**src/rtl/audio_sample_player.sv**
```systemverilog
// PCM player: pulls one byte per sample period from the sector FIFO, attenuates it,
// and drives a 4-bit DAC through first-order error-feedback noise shaping.
//   state    | meaning
//   ST_WAIT  | idle, waiting for sample_tick
//   ST_FETCH | Lesen high, FIFO dequeues this cycle
//   ST_LATCH | Daten valid, capture it into sample
module audio_sample_player #(
   parameter int unsigned CLK_FREQ    = 25_000_000,
   parameter int unsigned SAMPLE_RATE = 32_000,
   parameter int unsigned VOL_RESET   = 2
) (
   input  logic        Clock,
   input  logic        Reset,
   input  logic [7:0]  Daten,
   input  logic        fifo_empty,
   input  logic        vol_up,
   input  logic        vol_down,
   input  logic        pause_btn,
   output logic        Lesen,
   output logic [3:0]  audio_l,
   output logic [3:0]  audio_r,
   output logic        sample_tick,
   output logic        playing,
   output logic [2:0]  volume,
   output logic [15:0] underrun_count
);

   localparam logic [31:0] PHASE_INC = 32'(SAMPLE_RATE);
   localparam logic [31:0] PHASE_MOD = 32'(CLK_FREQ);
   localparam logic [2:0]  VOL_INIT  = 3'(VOL_RESET);

   typedef enum logic [1:0] {ST_WAIT, ST_FETCH, ST_LATCH} state_t;

   state_t      state, state_nxt;
   logic        lesen_nxt;
   logic [7:0]  sample, sample_nxt;
   logic [15:0] underrun_nxt;
   logic [31:0] phase, phase_sum;
   logic [2:0]  up_sync, dn_sync, pb_sync;
   logic        up_rise, dn_rise, pb_rise;
   logic signed [7:0] s_val, a_val;
   logic [7:0]  dac_in;
   logic [3:0]  err;
   logic [8:0]  ns_sum;

   assign phase_sum = phase + PHASE_INC;

   always_ff @(posedge Clock) begin
      if (Reset) begin
         phase       <= '0;
         sample_tick <= 1'b0;
      end else if (phase_sum >= PHASE_MOD) begin
         phase       <= phase_sum - PHASE_MOD;
         sample_tick <= 1'b1;
      end else begin
         phase       <= phase_sum;
         sample_tick <= 1'b0;
      end
   end

   always_ff @(posedge Clock) begin
      if (Reset) begin
         state          <= ST_WAIT;
         Lesen          <= 1'b0;
         sample         <= 8'h80;
         underrun_count <= '0;
      end else begin
         state          <= state_nxt;
         Lesen          <= lesen_nxt;
         sample         <= sample_nxt;
         underrun_count <= underrun_nxt;
      end
   end

   always_comb begin
      state_nxt    = state;
      lesen_nxt    = 1'b0;
      sample_nxt   = sample;
      underrun_nxt = underrun_count;
      case (state)
         ST_WAIT: begin
            if (sample_tick) begin
               if (!playing) begin
                  sample_nxt = 8'h80;
               end else if (fifo_empty) begin
                  sample_nxt = 8'h80;
                  if (underrun_count != 16'hFFFF) underrun_nxt = underrun_count + 16'd1;
               end else begin
                  lesen_nxt = 1'b1;
                  state_nxt = ST_FETCH;
               end
            end
         end
         ST_FETCH: state_nxt = ST_LATCH;
         ST_LATCH: begin
            sample_nxt = Daten;
            state_nxt  = ST_WAIT;
         end
         default: state_nxt = ST_WAIT;
      endcase
   end

   // bits [1:0] synchronize, bit [2] holds the previous level for edge detection
   always_ff @(posedge Clock) begin
      if (Reset) begin
         up_sync <= '0;
         dn_sync <= '0;
         pb_sync <= '0;
      end else begin
         up_sync <= {up_sync[1:0], vol_up};
         dn_sync <= {dn_sync[1:0], vol_down};
         pb_sync <= {pb_sync[1:0], pause_btn};
      end
   end

   assign up_rise = up_sync[1] & ~up_sync[2];
   assign dn_rise = dn_sync[1] & ~dn_sync[2];
   assign pb_rise = pb_sync[1] & ~pb_sync[2];

   always_ff @(posedge Clock) begin
      if (Reset) begin
         volume  <= VOL_INIT;
         playing <= 1'b1;
      end else begin
         if (up_rise && !dn_rise && volume != 3'd0)
            volume <= volume - 3'd1;
         else if (dn_rise && !up_rise && volume != 3'd7)
            volume <= volume + 3'd1;
         if (pb_rise) playing <= ~playing;
      end
   end

   // sample-128 always fits in 8 signed bits, so the offset is just an MSB flip
   assign s_val  = $signed({~sample[7], sample[6:0]});
   assign a_val  = s_val >>> volume;
   assign dac_in = {~a_val[7], a_val[6:0]};
   assign ns_sum = {1'b0, dac_in} + {5'b0, err};

   always_ff @(posedge Clock) begin
      if (Reset) begin
         err     <= '0;
         audio_l <= 4'h8;
      end else begin
         err     <= ns_sum[3:0];
         audio_l <= ns_sum[8] ? 4'hF : ns_sum[7:4];
      end
   end

   assign audio_r = audio_l;

endmodule

```
**config.mk**
```make
export PLATFORM = sky130hd
export DESIGN_NAME = audio_sample_player
export DESIGN_NICKNAME = d
export VERILOG_FILES = /design/src/rtl/audio_sample_player.sv
export SDC_FILE = /design/constraint.sdc
export NUM_CORES = 1
export LEC_CHECK = 0
export ABC_AREA = 1
export BUFFER_PORTS_ARGS = -buffer_cell sky130_fd_sc_hd__buf_2
export CELL_PAD_IN_SITES_DETAIL_PLACEMENT = 1
export CELL_PAD_IN_SITES_GLOBAL_PLACEMENT = 2
export CORE_UTILIZATION = 36
export CTS_CLUSTER_SIZE = 28
export DETAILED_ROUTE_END_ITERATION = 6
export PLACE_DENSITY_LB_ADDON = 0.2
export SLEW_MARGIN = 20
export SYNTH_ARGS = -nofsm -noshare
export SYNTH_HDL_FRONTEND = slang
export SYNTH_SLANG_ARGS = --single-unit
export TNS_END_PERCENT = 5
```
**constraint.sdc**
```tcl
create_clock -name Clock -period 4.7 [get_ports Clock]
set_input_delay 0.235 -clock Clock [delete_from_list [all_inputs] [get_ports Clock]]
set_output_delay 0.235 -clock Clock [all_outputs]
set_load 0.005 [all_outputs]
```
==> results.md, run 1 <==
- Status: complete, no violations
- Met2 GRT Util: 0.323
- Crit Path Class: flip-flop to flip-flop
- GR peak layer: met2
- Clock-pin slew on the worst setup and hold paths: 0.06 ns
- Critical Path Fanout Max: 14
- Fillcell total: 1713
- Post_cts resized: 0
- Fin nets: 795
- Pre-CTS worst setup slack: 1.55 ns
- Most common cell in the netlist: nand2_1
- GP Congestion: 0.832
- Vias/cell: 4.93
- Worst clock skew: 0.00486 ns
- Port Buffers: 43
- Seq cells post-synth: 75
- RSZ-0062 raised after global routing: no
- Initial antenna violation count: 0
- Non-Filler Instances: 947
- Chip height: 118 um
- Worst-Margin Slew: 0.747 ns
- M1 GR Usage: 0.251
- Cells after Synth: 740
- Seq/Total Area, Yosys: 0.310
- Clk sinks: 75
- Share of layout cells above drive strength 1: 0.142
- Pwr Density: 524 nW/um^2
- Tightest Hold Check Type: input port to flip-flop
- Die ar.: 13900 um^2
- Synthesized Nets: 764
- Post-CTS Repair Setup Buffers: 0
- Post-Syn Area: 4840 um^2
- Initial Util: 0.376
- Vias in the first global route: 4655
- Req. time, crit path: 4.96 ns
- Number of diodes: 0
- Max stage delay cell, worst path: dfxtp_1
- Max incr delay on CP: 0.55 ns
- First-pass GRT wire length: 21900 um
- Mean routed wirelength per cell: 13.6 um
- Crit share post-route: 0.682
- Routed WL: 12900 um
- Setup crit end: audio_l[3]$_SDFF_PP1_
- EDFF count, synth: 0
- Cell chain of the critical path: inv_1, o21ai_0, nand2_1, o21ai_0, nand2_1, o21ai_0, ha_1, inv_1, fa_1, o31ai_1, nand2_1, nor2_1, nand3_1, nand2_1, a21oi_1, o21ai_0
- Post-Layout Inst Area: 5410 um^2
- Synth Warn #: 0
- Crit start category: flip-flop
- Clock latency at the later pin of the worst-skew pair: 0.34 ns
- Post-synth top cells: nand2_1 (183), inv_1 (95), nor2_1 (83)
- Vias after detailed routing: 4671
- TritonCTS buffer count: 9
- Num ports: 44
- Total negative slack: 0 ns
- Placed cell area: 5130 um^2
- CTS tree: yes
- Grt ovf: 0
- Root Buffer: clkbuf_16
- Worst Setup Slack, final: 1.50 ns
- Worst reg2reg startpoint: volume[0]$_SDFFE_PP0P_
- H-tree depth: 3
- Share of the synthesized area in the top cell type: 0.310
- Slew Limit Fails: 0
- Post-Place Cells: 932
- GR met3 Demand/Resource: 0.0242
- Worst setup EP type: flip-flop
- Reg2reg path depth: 16
- Max_cap viols: 0
- Largest net degree at the start of global routing: 56
- Cell taking the most area after synthesis: dfxtp_1
- Antenna Nets Post-Route: 0
- Worst Setup SP: volume[0]$_SDFFE_PP0P_
- Fin. Hold Viols: 0
- Synthesized area per cell: 6.54 um^2
- Pre-antenna DRT Iters: 4
- Synth cell types: 44
- Max rail drop VDD: 0.176 mV
- Setup violations, final: 0
- Max clock buf depth: 2
- Rel. slew slack: 0.502
- GRT Util Overall: 0.193
- CP arrival: 3.47 ns
- Core ar.: 12900 um^2
- Lkg Pwr: 0.00245 uW
- Area Overhead vs Synth: 11.8%
- Top post-synthesis cells by area: dfxtp_1 (31%), nand2_1 (14%), inv_1 (7.4%), nand3_1 (6.5%), nor2_1 (6.4%)
- Asr flop ratio synth: 0
- Fin crit period: 3.20 ns
- Initial DRC count: 186
- Hold Buf Count CTS: 0
- Commonest register cell after synthesis: dfxtp_1
- Drc violations: 0
- Worst R2R End: audio_l[3]$_SDFF_PP1_
- DP HPWL: 9760 um
- DIE WIDTH: 118 um
- R2R Setup Slk: 1.50 ns
- Fmax: 312 MHz
- Row cnt: 41
[sequential cells by signal, summed over array words and instances (netlist names)]
register and count:
phase 26, underrun_count 16, sample 8, audio_l 4, err 4, dn_sync 3, pb_sync 3, up_sync 3
volume 3, state 2, Lesen 1, playing 1, sample_tick 1
[power by group]
part	total (uW)	internal (uW)	switching (uW)
clock network	659	396	263
logic	1320	429	889
registers	858	744	114
[cells in the final DEF (no fill, tap or decap), types with 4 or more instances in the layout]
master / netlist / routed
nand2_1: 183 / 183
nand4_1: 25 / 25
nand3b_1: 4 / 4
nor2_2: 11 / 11
nor3_1: 10 / 10
buf_2: 0 / 43
dfxtp_1: 75 / 75
ha_1: 8 / 8
xnor2_1: 9 / 9
nor2_4: 5 / 5
nand3_1: 63 / 63
clkbuf_16: 0 / 9
o21ai_0: 33 / 33
a21oi_1: 47 / 47
nor2_1: 83 / 83
inv_1: 95 / 95
nand2_2: 16 / 16
xor2_1: 15 / 15
[through the flow]
stage,power (uW),utilization,hold slack (ns)
2_1_floorplan,1930,-,0.342
5_1_grt,3060,0.420,0.108
6_report,2830,0.420,0.0989
3_3_place_gp,2150,0.399,0.395
3_5_place_dp,2180,0.399,0.398
4_1_cts,2860,0.420,0.0931
[kinds of logic after synthesis]
kind of cell / after synthesis / share of synthesized area
AO/OA/AOI/OAI: 92 / 0.102
XOR/XNOR: 25 / 0.0468
adder cells (fa/ha/maj): 10 / 0.0290
buffers and inverters: 124 / 0.108
flip-flops: 75 / 0.310
AND/OR/NAND/NOR: 414 / 0.404
[cell type report]
class | instances | area, um^2 | area share
Multi-Input combinational cell | 541 | 2810 | 0.520
Sequential cell | 75 | 1500 | 0.277
Inverter | 100 | 378 | 0.0698
Clock buffer | 13 | 270 | 0.0499
Timing Repair Buffer | 44 | 223 | 0.0412
Tap cell | 172 | 215 | 0.0398
Clock inverter | 2 | 10.0 | 0.00185
[worst min path at each step]
stage | start | end | slack, ns | depth (start not counted)
floorplan | vol_down | dn_sync[0]$_SDFF_PP0_ | 0.34 | 2
global placement | pb_sync[0]$_SDFF_PP0_ | pb_sync[1]$_SDFF_PP0_ | 0.39 | 2
detailed placement | dn_sync[0]$_SDFF_PP0_ | dn_sync[1]$_SDFF_PP0_ | 0.40 | 2
CTS | pause_btn | pb_sync[0]$_SDFF_PP0_ | 0.09 | 3
global route | pause_btn | pb_sync[0]$_SDFF_PP0_ | 0.11 | 3
finish | pause_btn | pb_sync[0]$_SDFF_PP0_ | 0.1 | 3
[metal layers]
layer / part of all wire / wire length, um
met1: 0.50 / 6430
met2: 0.46 / 5980
met3: 0.025 / 324
met4: 0.014 / 182
met5: 0 / 0
[worst max-delay path: cells and delay by family, from the launching register on]
kind | cells | cell delay, ns
compound gates | 6 | 1.01
fa+ha+maj | 2 | 0.60
buf+inv | 2 | 0.29
flops | 1 | 0.55
simple gates | 6 | 0.66
Note: power is estimated with default switching activity, not from simulation.
==> inputs of run 2 (changes only) <==
ABC_AREA = 0   (was 1)
CORE_UTILIZATION = 32   (was 36)
clock period = 2.8 ns   (was 4.7 ns; I/O delays follow)
==> results.md, run 2 <==
- R2R Setup Slk: -0.38 ns (-1.88 ns)
- Failing checks: setup timing
- Synth cell types: 67 (+52%)
- GP Congestion: 0.849 (+2.1%)
- Clock-pin slew on the worst setup and hold paths: 0.06 ns (about the same)
- Num ports: 44 (unchanged)
- Vias in the first global route: 4538 (-2.5%)
- Req. time, crit path: 3.04 ns (-1.92 ns)
- Max reg flops: 26 (unchanged)
- Fin nets: 684 (-14%)
- Die ar.: 14000 um^2 (+0.59%)
- Max_cap viols: 0 (unchanged)
- Commonest register cell after synthesis: dfxtp_1
- CP arrival: 3.42 ns (-0.05 ns)
- Clk sinks: 75 (unchanged)
- Synthesized Nets: 560 (-27%)
- Grt ovf: 0 (unchanged)
- Crit Path Class: flip-flop to flip-flop
- Non-Filler Instances: 841 (-11%)
- Worst reg2reg startpoint: phase[13]$_SDFF_PP0_
- Tightest Hold Check Type: input port to flip-flop
- Crit start category: flip-flop
- Drc violations: 0 (unchanged)
- Slew Limit Fails: 0 (unchanged)
- Worst R2R End: phase[22]$_SDFF_PP0_
- Initial DRC count: 152 (-18%)
- Hold path startpoint: pause_btn
- Area Overhead vs Synth: 37.2%
- Seq cells post-synth: 75 (unchanged)
- Initial Util: 0.328 (-0.0477)
- GRT Util Overall: 0.196 (+0.00391)
- Rel. slew slack: 0.617 (+0.116)
- Total negative slack: -4.21 ns (-4.21 ns)
- Reg2reg path depth: 9 (-7)
- RSZ-0062 raised after global routing: yes
- Met2 wire length: 6500 um (+8.7%)
- EDFF count, synth: 0 (unchanged)
- Post-Place Cells: 824 (-12%)
- Vias after detailed routing: 4280 (-8.4%)
- Worst Hold Path EP: pb_sync[0]$_SDFF_PP0_
- Row cnt: 42 (+2.4%)
- Worst Setup SP: phase[13]$_SDFF_PP0_
- Commonest cells after routing, fill and taps aside: buf_4 (97), dfxtp_1 (70), nor2_1 (65), buf_2 (43), nand2_1 (42)
- Commonest non-fill, non-tap cell in the layout: buf_4
- Clock latency at the later pin of the worst-skew pair: 0.35 ns (about the same)
- Biggest regs: phase (26), underrun_count (16), sample (8)
- Max rail drop VDD: 0.505 mV (+190%)
- Worst setup EP type: flip-flop
- Lkg Pwr: 0.00252 uW (+2.8%)
- Initial antenna violation count: 0 (unchanged)
- DP HPWL: 9730 um (-0.31%)
- Worst Setup Slack, final: -0.381 ns (-1.88 ns)
- Cell taking the most area after synthesis: dfxtp_1
- Share of layout cells above drive strength 1: 0.320 (+0.178)
- Pre-antenna DRT Iters: 4 (unchanged)
- Antenna Nets Post-Route: 0 (unchanged)
- Status: complete, but fails checks
- Vias/cell: 5.09 (+3.2%)
- Cells after Synth: 536 (-28%)
- Port Buffers: 43 (unchanged)
- DIE WIDTH: 118 um (+0.30%)
- Synthesized area per cell: 8.07 um^2 (+23%)
- WL met3: 266 um (-18%)
- Highest routed layer: met4
- Setup violations, final: 25 (+25)
- Fmax: 314 MHz (+0.76%)
- Share of the synthesized area in the top cell type: 0.347 (+0.0367)
- Worst-Margin Slew: 0.574 ns (-0.172 ns)
- Most common cell in the netlist: dfxtp_1
- Asr flop ratio synth: 0 (unchanged)
- Crit share post-route: 1.14 (+0.454)
- DRT met1 WL: 6020 um (-6.4%)
- Routed WL: 13000 um (+0.92%)
- Pwr Density: 974 nW/um^2 (+86%)
- Critical Path Fanout Max: 3 (-11)
- Mean routed wirelength per cell: 15.5 um (+14%)
- H-tree depth: 3 (unchanged)
- Hold path depth: 2 (-1)
- Post-synth top cells: dfxtp_1 (75), nor2_1 (67), nand2_1 (43)
- TritonCTS buffer count: 9 (unchanged)
- CTS tree: yes
- Root Buffer: clkbuf_16
- Core ar.: 13200 um^2 (+2.4%)
- Largest net degree at the start of global routing: 53 (-5.4%)
- Chip height: 118 um (+0.30%)
- Post-Syn Area: 4330 um^2 (-11%)
- Fin. Hold Viols: 0 (unchanged)
- Largest reg by FF count: phase
- Synth Warn #: 0 (unchanged)
- Number of diodes: 0 (unchanged)
- Fin crit period: 3.18 ns (-0.0241 ns)
- First-pass GRT wire length: 21900 um (+0.13%)
- Top post-synthesis cells by area: dfxtp_1 (35%), xnor2_1 (6.5%), nor2_1 (5.8%), nand2_1 (3.7%), xor2_1 (3.2%)
- Worst clock skew: 0.00558 ns (+0.000718 ns)
- Hold Buf Count CTS: 0 (unchanged)
- Seq/Total Area, Yosys: 0.347 (+0.0367)
- Max clock buf depth: 2 (unchanged)
==> run 2: cell types whose count changed after synthesis, moves of 12 or more <==
cell	change
nand2_2	-16
xnor2_1	+23
nor2_1	-16
nand4_1	-16
nand3_1	-48
and3_1	+12
or3_1	+14
nand2_1	-140
nor2b_1	+22
inv_1	-80
a21oi_1	-23
==> run 2: cells by family (layout without fill, tap and decap cells) <==
group / count (synthesis) / after routing / share of synthesized area
adders and majority gates: 10 / 10 / 0.0324
AOI/OAI and AO/OA: 108 / 108 / 0.167
xor gates and xnor gates: 48 / 48 / 0.0971
buffers and inverters: 46 / 175 / 0.0494
and+or+nand+nor: 240 / 240 / 0.285
DFF: 75 / 75 / 0.347
muxes: 9 / 9 / 0.0220
==> run 2: layer usage <==
layer / track usage / vias up
met5: 0 / -
met4: 0.0881 / 0
met3: 0.0265 / 15
met2: 0.339 / 46
met1: 0.243 / 2077
li1: - / 2142
==> run 2: worst max-delay path: stages, from the launching register on <==
cell       delay [ns]
dfxtp_1          0.31
or4_4            0.58
o311ai_2         0.26
and3_4           0.23
o2111ai_2        0.14
or4b_4           0.56
o211a_4          0.17
or3_4            0.34
a21oi_2          0.16
mux2_1           0.32
==> run 2: how the worst max path moves through the flow <==
stage                     cells past startpoint  slack, ns                   end
after floorplan                              13      -0.58  phase[22]$_SDFF_PP0_
after global placement                        9      -0.38  phase[22]$_SDFF_PP0_
after detailed placement                      9      -0.41  phase[22]$_SDFF_PP0_
after CTS                                     9      -0.35  phase[22]$_SDFF_PP0_
after global routing                          9      -0.47  phase[22]$_SDFF_PP0_
final                                         9      -0.38  phase[22]$_SDFF_PP0_
==> run 2: timing repair <==
item / in CTS / in global routing
resized for setup: 28 / 20
pin swaps: 21 / 8
setup endpoints to repair: 29 / 30
setup buffers: 1 / 0
endpoints found under the hold margin: 0 / 0
gates cloned: 0 / 0
==> run 2: power breakdown <==
part	leakage (uW)	total (uW)	switching, uW	internal (uW)
registers	0.000615	1440	170	1270
logic	0.00174	3080	1560	1520
clock network	0.000156	1270	496	770
==> run 2: final cells by class <==
cell class                 count  area [um^2]
sequential                    75         1510
clock buffer                  12          267
fill                        1564         7250
multi-input combinational    415         2830
timing repair buffer         144          997
clock inverter                 4         55.1
inverter                      15         56.3
tap                          176          220
==> run 2: per-stage QoR <==
step	cell area [um^2]	utilization	hold slack (ns)	power, uW	worst slack (ns)
after floorplan	4370	-	0.268	3070	-0.583
after global routing	5940	0.450	0.0111	6170	-0.472
after CTS	5860	0.444	0.00675	5720	-0.348
final	5940	0.450	0.0194	5780	-0.381
after global placement	5390	0.409	0.369	4120	-0.378
after detailed placement	5390	0.409	0.367	4180	-0.409
